[src/rtl/spi_master_arb.sv]
// Round-robin arbiter in front of an SPI byte shifter: each granted requester gets a
// command byte, a data byte, a completion pulse, and a programmable ss-high gap afterwards.
module spi_master_arb #(
    parameter int N  = 2,
    parameter int GW = 4
) (
    input  logic             clk,
    input  logic             reset,
    input  logic             spi_en,
    input  logic [GW-1:0]    gap,
    input  logic [N-1:0]     req,
    input  logic [8*N-1:0]   req_cmd,
    input  logic [8*N-1:0]   req_wdata,
    output logic [N-1:0]     done,
    output logic [7:0]       rdata,
    output logic             busy,
    output logic             ss,
    output logic             byte_valid,
    output logic [7:0]       byte_data,
    input  logic             byte_done,
    input  logic [7:0]       byte_rdata,
    output logic [2:0]       state_dbg
);

    localparam int IW = (N > 1) ? $clog2(N) : 1;

    typedef enum logic [2:0] {
        IDLE  = 3'd0,
        SETUP = 3'd1,
        CMD   = 3'd2,
        DATA  = 3'd3,
        HOLD  = 3'd4,
        GAP   = 3'd5
    } state_t;

    state_t          state, state_n;
    logic [IW-1:0]   grant_q;
    logic [IW-1:0]   win_idx;
    logic [IW-1:0]   cand_idx;
    logic            win_found;
    logic            arb_fire;
    logic [7:0]      cmd_q;
    logic [7:0]      wdata_q;
    logic [7:0]      data_byte;
    logic [GW-1:0]   gap_cnt;
    logic            bv_n;
    logic [7:0]      bd_n;
    logic            byte_ack;

    // grant_q doubles as last_grant: the search starts one past the previous winner.
    always_comb begin
        win_found = 1'b0;
        win_idx   = '0;
        cand_idx  = '0;
        for (int i = 1; i <= N; i++) begin
            cand_idx = IW'((int'(grant_q) + i) % N);
            if (!win_found && req[cand_idx]) begin
                win_found = 1'b1;
                win_idx   = cand_idx;
            end
        end
    end

    assign data_byte = (cmd_q[7:6] == 2'b00) ? wdata_q : 8'h00;

    // Shifter handshake: byte_valid/byte_data are held until the cycle byte_done is seen
    // with byte_valid high; byte_valid then drops for at least one cycle before the next byte.
    assign byte_ack = byte_valid && byte_done;

    always_comb begin
        state_n  = state;
        arb_fire = 1'b0;
        bv_n     = 1'b0;
        bd_n     = byte_data;
        case (state)
            IDLE: begin
                if (spi_en && win_found) begin
                    arb_fire = 1'b1;
                    state_n  = SETUP;
                end
            end
            SETUP: begin
                state_n = CMD;
                bv_n    = 1'b1;
                bd_n    = cmd_q;
            end
            CMD: begin
                if (byte_ack) begin
                    state_n = DATA;
                    bd_n    = data_byte;
                end else begin
                    bv_n = 1'b1;
                end
            end
            DATA: begin
                if (byte_ack) state_n = HOLD;
                else          bv_n    = 1'b1;
            end
            HOLD: state_n = GAP;
            GAP: begin
                // Re-arbitrate on the last gap cycle so back-to-back grants keep ss high gap+1 cycles.
                if (gap_cnt == '0) begin
                    if (spi_en && win_found) begin
                        arb_fire = 1'b1;
                        state_n  = SETUP;
                    end else begin
                        state_n = IDLE;
                    end
                end
            end
            default: state_n = IDLE;
        endcase
    end

    always_ff @(posedge clk) begin
        if (reset) begin
            state      <= IDLE;
            grant_q    <= IW'(N - 1);
            cmd_q      <= '0;
            wdata_q    <= '0;
            gap_cnt    <= '0;
            byte_valid <= 1'b0;
            byte_data  <= '0;
            done       <= '0;
            rdata      <= '0;
        end else begin
            state      <= state_n;
            byte_valid <= bv_n;
            byte_data  <= bd_n;
            done       <= '0;
            if (state == HOLD) done[grant_q] <= 1'b1;
            if (arb_fire) begin
                grant_q <= win_idx;
                cmd_q   <= req_cmd[{win_idx, 3'b000} +: 8];
                wdata_q <= req_wdata[{win_idx, 3'b000} +: 8];
            end
            if (state == HOLD)
                gap_cnt <= gap;
            else if (state == GAP && gap_cnt != '0)
                gap_cnt <= gap_cnt - 1'b1;
            if (state == DATA && byte_ack) rdata <= byte_rdata;
        end
    end

    assign ss        = (state == IDLE) || (state == GAP);
    assign busy      = (state != IDLE);
    assign state_dbg = state;

endmodule
[config.mk]
export PLATFORM = sky130hd
export DESIGN_NAME = spi_master_arb
export DESIGN_NICKNAME = d
export VERILOG_FILES = /design/src/rtl/spi_master_arb.sv
export SDC_FILE = /design/constraint.sdc
export NUM_CORES = 1
export LEC_CHECK = 0
export CAP_MARGIN = 10
export CORE_MARGIN = 5
export CORE_UTILIZATION = 45
export CTS_CLUSTER_DIAMETER = 40
export CTS_CLUSTER_SIZE = 12
export DETAILED_ROUTE_END_ITERATION = 12
export PLACE_DENSITY = 0.88
export SLEW_MARGIN = 15
export SYNTH_ARGS = -nofsm -noshare
export SYNTH_HDL_FRONTEND = slang
export SYNTH_SLANG_ARGS = --single-unit
export TNS_END_PERCENT = 5
[constraint.sdc]
create_clock -name clk -period 4.1 [get_ports clk]
set_clock_uncertainty 0.2 [all_clocks]
set_input_delay 0.615 -clock clk [delete_from_list [all_inputs] [get_ports clk]]
set_output_delay 0.615 -clock clk [all_outputs]
set_load 0.01 [all_outputs]
==> results.rst, run 1 <==
.. list-table::
   :header-rows: 1

   * - Metric
     - Value
   * - Post-synthesis instance total
     - 217
   * - Crit-path cells
     - xor2_1 -> nor2_1 -> clkdlybuf4s50_1
   * - Top-area cell type share of the netlist area
     - 0.420
   * - Startpoint types
     - flop
   * - Asr flop ratio synth
     - 0
   * - Timing-limited maximum frequency
     - 382 MHz
   * - Number of warnings reported in the yosys synthesis log
     - 0
   * - R2R Path Start
     - gap_cnt[0]
   * - Reg-to-reg critical path endpoint
     - grant_q
   * - Number of enable-type register cells in the synthesized netlist
     - 0
   * - Worst slew margin relative to its limit
     - 0.378
   * - Area growth from synthesis to final layout
     - 39.5%
   * - Clock root buffer
     - clkbuf_8
   * - Primary FF master, synth
     - dfxtp_1
   * - Minimum period implied by the final worst setup slack
     - approximately 2600 ps
   * - Placer congestion estimate
     - 0.796
   * - Min-delay worst type
     - reg2reg
   * - Crit-path slowest cell
     - dfxtp_1
   * - Number of global-route vias before repair
     - 1,700
   * - Biggest cell delay along the critical path
     - 580 ps
   * - Drt initial violations
     - 156
   * - Worst setup timing slack at the placement stage
     - 1370 ps
   * - Number of buffers inserted during clock tree synthesis
     - 5
   * - Total of buffers placed on input and output ports
     - 73
   * - Residual overflow from global routing
     - 0
   * - Maximum buffer depth of the clock tree
     - 2
   * - Starting utilization of the core area
     - 0.467
   * - Row count
     - 24
   * - Data arrival, critical path
     - 1800 ps
   * - Area of placed instances
     - 2760 um2
   * - Io pins
     - 74
   * - Path type of the worst setup path
     - reg2out
   * - GRT Resource Usage Total
     - 0.161
   * - Unrepaired setup endpoints after global routing
     - false
   * - Reg2Reg Setup Slack
     - between 1500 and 2000 ps
   * - Worst Path Required
     - 3280 ps
   * - CP Max Fanout
     - 14
   * - Antenna viol nets, final
     - 0
   * - Post-CTS Setup Repair Bufs
     - 0
   * - Die X
     - 77.5 um
   * - Run status
     - complete, no violations
   * - PD cells
     - 510 nW/um2
   * - CP Capture Type
     - output pin
   * - Per-instance average area after synthesis
     - 9.44 um2
   * - H-Tree Level Count
     - 2
   * - Number of antenna violations at the first check in global routing
     - 0
   * - Cell types occupying the most area after synthesis
     - dfxtp_1 42%, mux2i_1 13%, a211oi_2 7.9%
   * - Pin count of the biggest net entering global routing
     - 46
   * - Final slew viol count
     - 0
   * - R2r worst-path depth
     - 7
   * - Cell area after synthesis
     - 2050 um2
   * - Library cell occupying the most area in the post-synthesis netlist
     - dfxtp_1
   * - Number of failing hold endpoints at the final stage
     - 0
   * - Average wire length per cell after detail routing
     - about 15 um
   * - Worst Hold End
     - byte_data[2]
   * - Cell count of the worst hold path
     - 2
   * - Layout cell share with drive strength beyond 1
     - 0.103
   * - Die ar.
     - 6000 um2
   * - HPWL after detailed placement
     - roughly 3600 um
   * - CP top delay family
     - flip-flops
   * - Clock-pin slew on the worst setup and hold paths
     - roughly 90 ps
   * - Register area share after synthesis
     - 0.420
   * - Slew @ Worst Pin
     - 933 ps
   * - Flop and latch count out of synthesis
     - 43
   * - Global-route wire length before repair
     - between 7000 and 8000 um
   * - Core Footprint
     - 4380 um2
   * - Design Area, Final
     - 2860 um2
   * - Max_cap viols
     - 0
   * - TritonCTS clock tree
     - built
   * - Number of distinct standard cells referenced by the synthesized netlist
     - 37
   * - Vertical die dimension
     - 77.5 um
   * - Final setup viols
     - 0
   * - Vias post-DR
     - 1,800
   * - Summed negative setup slack over all endpoints
     - 0 ps
   * - Vias/cell
     - 5.39
   * - Diode insertion count for antenna repair
     - 0
   * - Ratio of final minimum period to clock period
     - 0.639
   * - Final WL
     - 4880 um
   * - Worst VDD drop
     - 0.234 mV
   * - Worst Path Buf+Inv
     - 1
   * - Startpoint of the worst hold path
     - cmd_q[2]
   * - Post-cts hold buffer count
     - 0
   * - Worst-Skew Late Latency
     - around 290 ps
   * - Worst Setup Slack, final
     - 1480 ps
   * - Post-detailed-route DRC marker count
     - 0
   * - Static leakage
     - 0.995 nW
   * - First-pass detailed-route iteration total
     - 4
   * - Nets@finish
     - 332
   * - Number of gates given a new drive strength after cts
     - 0
   * - Post-Syn Nets
     - about 270
   * - Clock sinks
     - 43
[Yosys cell counts (2+ instances only)]
master	count
nand3_1	9
nand2b_1	2
a21oi_1	3
a311oi_1	9
nor2_2	3
mux2i_1	26
clkbuf_1	8
nor3b_1	2
nand2_1	14
buf_2	4
inv_1	3
o21ai_0	2
nor2b_1	4
dfxtp_1	43
nor2_1	37
nor3_1	3
buf_6	3
xor2_1	3
buf_1	2
a211oi_1	6
o21a_1	2
nand4_1	2
a211oi_2	13
[how the worst max path moves through the flow]
stage / startpoint / endpoint / slack, ps / cells after the start
5_1_grt: state_dbg[0] / ss / 1360 / 3
3_3_place_gp: req[0] / grant_q / 1430 / 6
6_report: state_dbg[0] / ss / 1480 / 3
4_1_cts: state_dbg[0] / ss / 1460 / 3
3_5_place_dp: req[0] / grant_q / 1370 / 6
2_1_floorplan: gap_cnt[0] / cmd_q[7] / 1920 / 7
[layer usage]
| metal | GRT usage | up-vias | routed length (um) |
|---|---|---|---|
| met5 | 0 | - | 0 |
| met4 | 0.0722 | 0 | 93 |
| met3 | 0.0324 | 9 | 271 |
| met2 | 0.269 | 59 | 2390 |
| met1 | 0.200 | 823 | 2120 |
| li1 | - | 909 | - |
[per-stage QoR]
step	hold slack [ps]	utilization	power (W)	std cells
6_report	291	0.652	0.00146	334
5_1_grt	312	0.652	0.00154	334
4_1_cts	288	0.652	0.00146	334
3_5_place_dp	276	0.630	0.00118	326
3_3_place_gp	264	0.630	0.00115	326
2_1_floorplan	226	-	0.000971	217
[state kept, by name (all words and copies together) (netlist names)]
signal,count
byte_data,8
byte_valid,1
cmd_q,8
done,2
gap_cnt,4
grant_q,1
rdata,8
state_dbg,3
wdata_q,8
[worst reg2reg max path, stage by stage, from the launching register on]
cell	delay, ps
dfxtp_1	310
inv_1	90
ha_1	200
or3b_1	450
a2111oi_4	370
buf_4	420
nor2b_1	100
a211o_1	270
[layout make-up]
class                      instances  area, um2
clock buffer                       6       82.6
clock inverter                     2       16.3
fill                             379       1530
inverter                           3       11.3
multi-input combinational        153       1080
sequential                        43        861
tap                               52       65.1
timing repair buffer              75        741
[power breakdown]
group	internal, W	leakage (nW)	switching [W]
clock network	0.000138	0.0474	0.000148
logic	0.000285	0.596	0.000296
registers	0.000510	0.352	0.0000806
total	0.000932	0.995	0.000525
[cells by family (layout without fill, tap and decap cells)]
family,after synthesis,count (layout),share of synthesized area
mux,26,26,0.127
simple gates,81,81,0.183
buf+inv,21,86,0.0537
xor+xnor,4,4,0.0171
compound gates,41,41,0.193
flops,43,43,0.420
fa+ha+maj,1,1,0.00610
[placed cells by master, fill, tap and decap left out, types with 2 or more instances in the layout]
master,count
a211oi_1,6
a211oi_2,13
a21oi_1,3
a311oi_1,9
buf_4,2
clkbuf_8,6
clkdlybuf4s50_1,72
dfxtp_1,43
inv_1,3
mux2i_1,26
nand2_1,14
nand2b_1,2
nand3_1,9
nand4_1,2
nor2_1,37
nor2_2,3
nor2b_1,4
nor3_1,3
nor3b_1,2
o21a_1,2
o21ai_0,2
xor2_1,3
No activity file was read; power rests on OpenSTA's default activity.
==> inputs of run 2 (changes only) <==
--- a/config.mk
+++ b/config.mk
@@ -7,11 +7,11 @@
 export LEC_CHECK = 0
 export CAP_MARGIN = 10
 export CORE_MARGIN = 5
-export CORE_UTILIZATION = 45
+export CORE_UTILIZATION = 44
 export CTS_CLUSTER_DIAMETER = 40
 export CTS_CLUSTER_SIZE = 12
 export DETAILED_ROUTE_END_ITERATION = 12
-export PLACE_DENSITY = 0.88
+export PLACE_DENSITY = 0.86
 export SLEW_MARGIN = 15
 export SYNTH_ARGS = -nofsm -noshare
 export SYNTH_HDL_FRONTEND = slang
==> constraint.sdc (replaced) <==
create_clock -name clk -period 2.45 [get_ports clk]
set_clock_uncertainty 0.2 [all_clocks]
set_input_delay 0.3675 -clock clk [delete_from_list [all_inputs] [get_ports clk]]
set_output_delay 0.3675 -clock clk [all_outputs]
set_load 0.01 [all_outputs]
==> results.rst, run 2 (synthesized netlist as in run 1, its figures left out) <==
.. list-table::
   :header-rows: 1

   * - Metric
     - Value
   * - Static leakage
     - 1.06 nW (was 0.995 nW)
   * - Minimum period implied by the final worst setup slack
     - around 2300 ps
   * - PD cells
     - 903 nW/um2 (was 510 nW/um2)
   * - GRT Resource Usage Total
     - 0.165 (was 0.161)
   * - Share of power burned in registers
     - 0.353 (was 0.405)
   * - Summed negative setup slack over all endpoints
     - 0 ps (unchanged)
   * - Nets@finish
     - 340 (was 332)
   * - Placer congestion estimate
     - 0.823 (was 0.796)
   * - Total of buffers placed on input and output ports
     - 73 (unchanged)
   * - Post-cts hold buffer count
     - 0 (unchanged)
   * - Vias/cell
     - 5.39 (about the same)
   * - Global-route wire length before repair
     - 7990 um (was 7910 um)
   * - Internal Pwr Total
     - 0.00181 W (was 0.000932 W)
   * - Ratio of final minimum period to clock period
     - 0.937
   * - TritonCTS clock tree
     - built (unchanged)
   * - Average wire length per cell after detail routing
     - 15.4 um (was 14.6 um)
   * - Io pins
     - 74 (unchanged)
   * - Reg2Reg Setup Slack
     - 150 ps (was 1580 ps)
   * - Power share of the combinational group
     - 0.408 (was 0.399)
   * - First-pass detailed-route iteration total
     - 4 (unchanged)
   * - Worst slew margin relative to its limit
     - 0.641 (was 0.378)
   * - Path type of the worst setup path
     - reg2reg (was reg2out)
   * - CP Max Fanout
     - 4 (was 14)
   * - Clk pwr share
     - 0.239 (was 0.196)
   * - Diode insertion count for antenna repair
     - 0 (unchanged)
   * - Number of global-route vias before repair
     - 1,696 (was 1,700)
   * - Startpoint of the worst hold path
     - cmd_q[3] (was cmd_q[2])
   * - Crit-path cells
     - inv_1 -> ha_1 -> or3b_1 -> a2111oi_4 -> buf_4 -> nor2b_1 -> a211o_1 (was xor2_1 -> nor2_1 -> clkdlybuf4s50_1)
   * - Met2 Usage GRT
     - 0.293 (was 0.269)
   * - Die ar.
     - 6120 um2 (was 6000 um2)
   * - Clock root buffer
     - clkbuf_8 (unchanged)
   * - Worst Hold End
     - byte_data[3] (was byte_data[2])
   * - Pin count of the biggest net entering global routing
     - 34 (was 46)
   * - Worst Setup Slack, final
     - 153 ps (was 1480 ps)
   * - Starting utilization of the core area
     - 0.461 (was 0.467)
   * - HPWL after detailed placement
     - 3770 um (was 3620 um)
   * - Biggest cell delay along the critical path
     - 460 ps (was 580 ps)
   * - Max_cap viols
     - 0 (unchanged)
   * - Post-detailed-route DRC marker count
     - 0 (unchanged)
   * - Net load switching power
     - 0.000886 W (was 0.000525 W)
   * - Data arrival, critical path
     - 2280 ps (was 1800 ps)
   * - Worst setup timing slack at the placement stage
     - 117 ps (was 1370 ps)
   * - Most common library cell in the layout ignoring fill and taps
     - clkdlybuf4s50_1 (unchanged)
   * - CP top delay family
     - compound AO/OA/AOI/OAI gates (was flip-flops)
   * - Met3 Resource Use GR
     - 0.0355 (was 0.0324)
   * - Vertical die dimension
     - 78.3 um (was 77.5 um)
   * - Min-delay worst type
     - reg2reg (unchanged)
   * - Slew @ Worst Pin
     - 539 ps (was 933 ps)
   * - Area growth from synthesis to final layout
     - 45.5% (was 39.5%)
   * - Clock-pin slew on the worst setup and hold paths
     - 80 ps (was 90 ps)
   * - Vias post-DR
     - 1,844 (was 1,800)
   * - Logic depth of the worst setup path including buffers
     - 7 (was 3)
   * - R2R Path Start
     - gap_cnt[0] (unchanged)
   * - Layout cell share with drive strength beyond 1
     - 0.124 (was 0.103)
   * - Drt initial violations
     - 86 (was 156)
   * - Cell count of the worst hold path
     - 2 (unchanged)
   * - Leading cell types in the layout, fill and taps excluded
     - 72 x clkdlybuf4s50_1, 43 x dfxtp_1, 37 x nor2_1, 26 x mux2i_1, 14 x nand2_1 (unchanged)
   * - Timing-limited maximum frequency
     - around 440 MHz
   * - Core Footprint
     - 4440 um2 (was 4380 um2)
   * - Worst VDD drop
     - 0.509 mV (was 0.234 mV)
   * - Row count
     - 24 (unchanged)
   * - Unrepaired setup endpoints after global routing
     - false (unchanged)
   * - R2r worst-path depth
     - 7 (unchanged)
   * - Crit-path slowest cell
     - or3b_1 (was dfxtp_1)
   * - Met1 Use GR
     - 0.188 (was 0.200)
   * - Number of antenna violations at the first check in global routing
     - 0 (unchanged)
   * - Maximum buffer depth of the clock tree
     - 2 (unchanged)
   * - Final setup viols
     - 0 (unchanged)
   * - H-Tree Level Count
     - 2 (unchanged)
   * - Number of gates given a new drive strength after cts
     - 0 (unchanged)
   * - Startpoint types
     - flop (unchanged)
   * - Residual overflow from global routing
     - 0 (unchanged)
   * - Number of failing hold endpoints at the final stage
     - 0 (unchanged)
   * - Worst-Skew Late Latency
     - 290 ps (about the same)
   * - Antenna viol nets, final
     - 0 (unchanged)
   * - Number of buffers inserted during clock tree synthesis
     - 5 (unchanged)
   * - Final WL
     - 5260 um (was 4880 um)
   * - Reg-to-reg critical path endpoint
     - grant_q (unchanged)
   * - Worst Path Buf+Inv
     - 2 (was 1)
   * - Power consumption
     - 0.00269 W (was 0.00146 W)
   * - Final slew viol count
     - 0 (unchanged)
   * - Clock sinks
     - 43 (unchanged)
   * - Grt peak-use layer
     - met2 (unchanged)
   * - Die X
     - 78.3 um (was 77.5 um)
   * - Worst Path Required
     - 2440 ps (was 3280 ps)
   * - Switching share of power
     - 0.329 (was 0.361)
   * - CP Capture Type
     - flop (was output pin)
   * - Run status
     - complete, no violations (unchanged)
run 2: final cells by class:
type	count	area, um2
Tap cell	52	65.1
Timing Repair Buffer	83	831
Fill cell	367	1460
Multi-Input combinational cell	153	1080
Clock buffer	6	72.6
Clock inverter	2	60.1
Sequential cell	43	861
Inverter	3	11.3
run 2: repair_timing:
item                                   CTS  global route
setup endpoints to repair                0             4
setup buffers                            0             1
endpoints found under the hold margin    0             0
run 2: power by group through the flow:
stage | Sequential [W] | Combinational [W] | Clock, W
final | 0.000952 | 0.00110 | 0.000643
after floorplan | 0.000980 | 0.000645 | 0
after CTS | 0.000950 | 0.00106 | 0.000651
after detailed placement | 0.000962 | 0.00105 | 0
after global routing | 0.000972 | 0.00119 | 0.000679
after global placement | 0.000961 | 0.00102 | 0
run 2: worst reg2reg max path, delay by kind of cell (launching register included):
kind / cells / cell delay, ps
compound gates: 2 / 660
fa+ha+maj: 1 / 210
buf+inv: 2 / 300
flops: 1 / 330
simple gates: 2 / 510
run 2: through the flow:
stage               area [um2]  hold WS (ps)  utilization  std cells
floorplan                 2050           226            -        217
global placement          2820           262        0.634        332
detailed placement        2820           267        0.634        332
CTS                       2950           284        0.664        340
global route              2980           318        0.671        342
finish                    2980           283        0.671        342
run 2: worst max-delay path by stage:
stage	from	end	slack [ps]
after floorplan	gap_cnt[0]	cmd_q[7]	270
after CTS	gap_cnt[0]	wdata_q[4]	80
final	gap_cnt[0]	grant_q	150
after global placement	gap_cnt[0]	wdata_q[0]	230
after detailed placement	gap_cnt[0]	wdata_q[1]	120
after global routing	gap_cnt[0]	wdata_q[0]	90
run 2: routing by layer:
metal  vias up  part of all wire
met1       839              0.40
met3        11             0.073
met4         0             0.024
met2        75              0.50
li1        919                 -
met5         -                 0
==> inputs of run 3 (changes only) <==
--- a/config.mk
+++ b/config.mk
@@ -7,11 +7,11 @@
 export LEC_CHECK = 0
 export CAP_MARGIN = 10
 export CORE_MARGIN = 5
-export CORE_UTILIZATION = 44
+export CORE_UTILIZATION = 45
 export CTS_CLUSTER_DIAMETER = 40
 export CTS_CLUSTER_SIZE = 12
 export DETAILED_ROUTE_END_ITERATION = 12
-export PLACE_DENSITY = 0.86
+export PLACE_DENSITY = 0.81
 export SLEW_MARGIN = 15
 export SYNTH_ARGS = -nofsm -noshare
 export SYNTH_HDL_FRONTEND = slang
==> constraint.sdc (replaced) <==
create_clock -name clk -period 2.95 [get_ports clk]
set_clock_uncertainty 0.2 [all_clocks]
set_input_delay 0.4425 -clock clk [delete_from_list [all_inputs] [get_ports clk]]
set_output_delay 0.4425 -clock clk [all_outputs]
set_load 0.01 [all_outputs]
==> results.rst, run 3 (synthesized netlist as in run 1, its figures left out) <==
.. list-table::
   :header-rows: 1

   * - Metric
     - Value
   * - Startpoint types
     - flop (unchanged)
   * - Number of buffers inserted during clock tree synthesis
     - 5 (unchanged)
   * - Area growth from synthesis to final layout
     - 39.6% (was 45.5%)
   * - First-pass detailed-route iteration total
     - 4 (unchanged)
   * - Critical Path Start
     - state_dbg[2] (was gap_cnt[0])
   * - Maximum buffer depth of the clock tree
     - 2 (unchanged)
   * - Worst VDD drop
     - 0.437 mV (was 0.509 mV)
   * - Data arrival, critical path
     - 1780 ps (was 2280 ps)
   * - Antenna viol nets, final
     - 0 (unchanged)
   * - HPWL after detailed placement
     - 3540 um (was 3770 um)
   * - CP Max Fanout
     - 13 (was 4)
   * - Placer congestion estimate
     - 0.770 (was 0.823)
   * - R2R Path Start
     - gap_cnt[0] (unchanged)
   * - H-Tree Level Count
     - 2 (unchanged)
   * - Worst-Skew Late Latency
     - 290 ps (about the same)
   * - Leading cell types in the layout, fill and taps excluded
     - 72 x clkdlybuf4s50_1, 43 x dfxtp_1, 37 x nor2_1, 26 x mux2i_1, 14 x nand2_1 (unchanged)
   * - Dpl cells
     - 326 (was 332)
   * - Vertical die dimension
     - 77.5 um (was 78.3 um)
   * - Number of failing hold endpoints at the final stage
     - 0 (unchanged)
   * - PD cells
     - 696 nW/um2 (was 903 nW/um2)
   * - CP top delay family
     - flip-flops (was compound AO/OA/AOI/OAI gates)
   * - Layout cell share with drive strength beyond 1
     - 0.0996 (was 0.124)
   * - Clock root buffer
     - clkbuf_8 (unchanged)
   * - Post-detailed-route DRC marker count
     - 0 (unchanged)
   * - Crit-path slowest cell
     - dfxtp_1 (was or3b_1)
   * - Minimum period implied by the final worst setup slack
     - between 2000 and 2500 ps
   * - Startpoint of the worst hold path
     - cmd_q[3] (unchanged)
   * - Diode insertion count for antenna repair
     - 0 (unchanged)
   * - Worst Path Required
     - 2310 ps (was 2440 ps)
   * - Die X
     - 77.5 um (was 78.3 um)
   * - Io pins
     - 74 (unchanged)
   * - Core Footprint
     - 4380 um2 (was 4440 um2)
   * - Vias/cell
     - 5.30 (was 5.39)
   * - Clock sinks
     - 43 (unchanged)
   * - Number of global-route vias before repair
     - 1,609 (was 1,696)
   * - Power consumption
     - 0.00199 W (was 0.00269 W)
   * - Run status
     - complete, no violations (unchanged)
   * - Post-cts hold buffer count
     - 0 (unchanged)
   * - Final setup viols
     - 0 (unchanged)
   * - Slew @ Worst Pin
     - 915 ps (was 539 ps)
   * - Vias post-DR
     - 1,764 (was 1,844)
   * - Final slew viol count
     - 0 (unchanged)
   * - Die ar.
     - 6000 um2 (was 6120 um2)
   * - Unrepaired setup endpoints after global routing
     - false (unchanged)
   * - Starting utilization of the core area
     - 0.467 (was 0.461)
   * - Number of gates given a new drive strength after cts
     - 0 (unchanged)
   * - Crit-path cells
     - xor2_1 -> nor2_1 -> clkdlybuf4s50_1 (was inv_1 -> ha_1 -> or3b_1 -> a2111oi_4 -> buf_4 -> nor2b_1 -> a211o_1)
   * - Average wire length per cell after detail routing
     - 14.1 um (was 15.4 um)
   * - GRT Resource Usage Total
     - 0.157 (was 0.165)
   * - Max_cap viols
     - 0 (unchanged)
   * - Total of buffers placed on input and output ports
     - 73 (unchanged)
   * - Path type of the worst setup path
     - reg2out (was reg2reg)
   * - Timing-limited maximum frequency
     - 413 MHz
   * - CP Capture Type
     - output pin (was flop)
   * - Pin count of the biggest net entering global routing
     - 46 (was 34)
   * - Post-CTS Setup Repair Bufs
     - 0 (unchanged)
   * - Summed negative setup slack over all endpoints
     - 0 ps (unchanged)
   * - Clock-pin slew on the worst setup and hold paths
     - 70 ps (was 80 ps)
   * - Drt initial violations
     - 100 (was 86)
   * - Final WL
     - 4710 um (was 5260 um)
   * - Worst hold-check slack
     - 278 ps (was 283 ps)
   * - Number of antenna violations at the first check in global routing
     - 0 (unchanged)
   * - Biggest cell delay along the critical path
     - 580 ps (was 460 ps)
   * - TritonCTS clock tree
     - built (unchanged)
   * - Non-filler instance count after layout
     - 333 (was 342)
   * - Row count
     - 24 (unchanged)
   * - Nets@finish
     - 332 (was 340)
   * - Global-route wire length before repair
     - 7610 um (was 7990 um)
   * - Ratio of final minimum period to clock period
     - 0.820
   * - Static leakage
     - 0.998 nW (was 1.06 nW)
   * - Min-delay worst type
     - reg2reg (unchanged)
   * - Worst Path Buf+Inv
     - 1 (was 2)
   * - Worst slew margin relative to its limit
     - 0.390 (was 0.641)
   * - Residual overflow from global routing
     - 0 (unchanged)
   * - Most common library cell in the layout ignoring fill and taps
     - clkdlybuf4s50_1 (unchanged)
-- run 3: cell types whose count changed in the layout (fill, tap and decap cells not counted) --
cell | before | now
buf_4 | 8 | 1
bufinv_16 | 2 | 0
clkbuf_1 | 1 | 0
clkbuf_16 | 1 | 0
clkbuf_8 | 5 | 6
clkinv_2 | 0 | 1
-- run 3: worst paths after layout --
kind                  endpoint  slack (ps)  cells past startpoint
setup / recovery            ss         530                      3
hold / removal    byte_data[3]         280                      2
setup reg to reg       grant_q         600                      7
hold reg to reg   byte_data[3]         280                      2
-- run 3: final cells by class --
type,instances,area (um2)
flip-flops and latches,43,861
multi-input cells,153,1080
clock inverters,1,5.00
fillers,375,1520
inverters,3,11.3
repair buffers,75,753
clock buffers,6,82.6
well taps,52,65.1
-- run 3: worst reg2reg max path: stages, from the launching register on --
cell and delay, ps:
dfxtp_1 320, inv_1 80, ha_1 190, or3b_1 440, a2111oi_4 430, buf_12 250, nor2b_1 70, a211o_1 260
-- run 3: report_power, final --
part,internal [W],switching [W],total (W)
clock network,0.000184,0.000185,0.000369
registers,0.000708,0.000106,0.000814
logic,0.000407,0.000401,0.000808
-- run 3: per-layer routing --
metal / wire length [um] / part of all wire / up-vias / track usage
met5: 0 / 0 / - / 0
met4: 101 / 0.021 / 0 / 0.0773
met3: 314 / 0.067 / 13 / 0.0451
met2: 2280 / 0.48 / 51 / 0.251
met1: 2020 / 0.43 / 799 / 0.192
li1: - / - / 901 / -
-- run 3: metrics by stage --
step,utilization,setup slack (ps),cell area [um2]
after floorplan,-,772,2050
after global placement,0.632,575,2770
after detailed placement,0.632,541,2770
after CTS,0.652,513,2860
after global routing,0.652,433,2860
final,0.652,531,2860
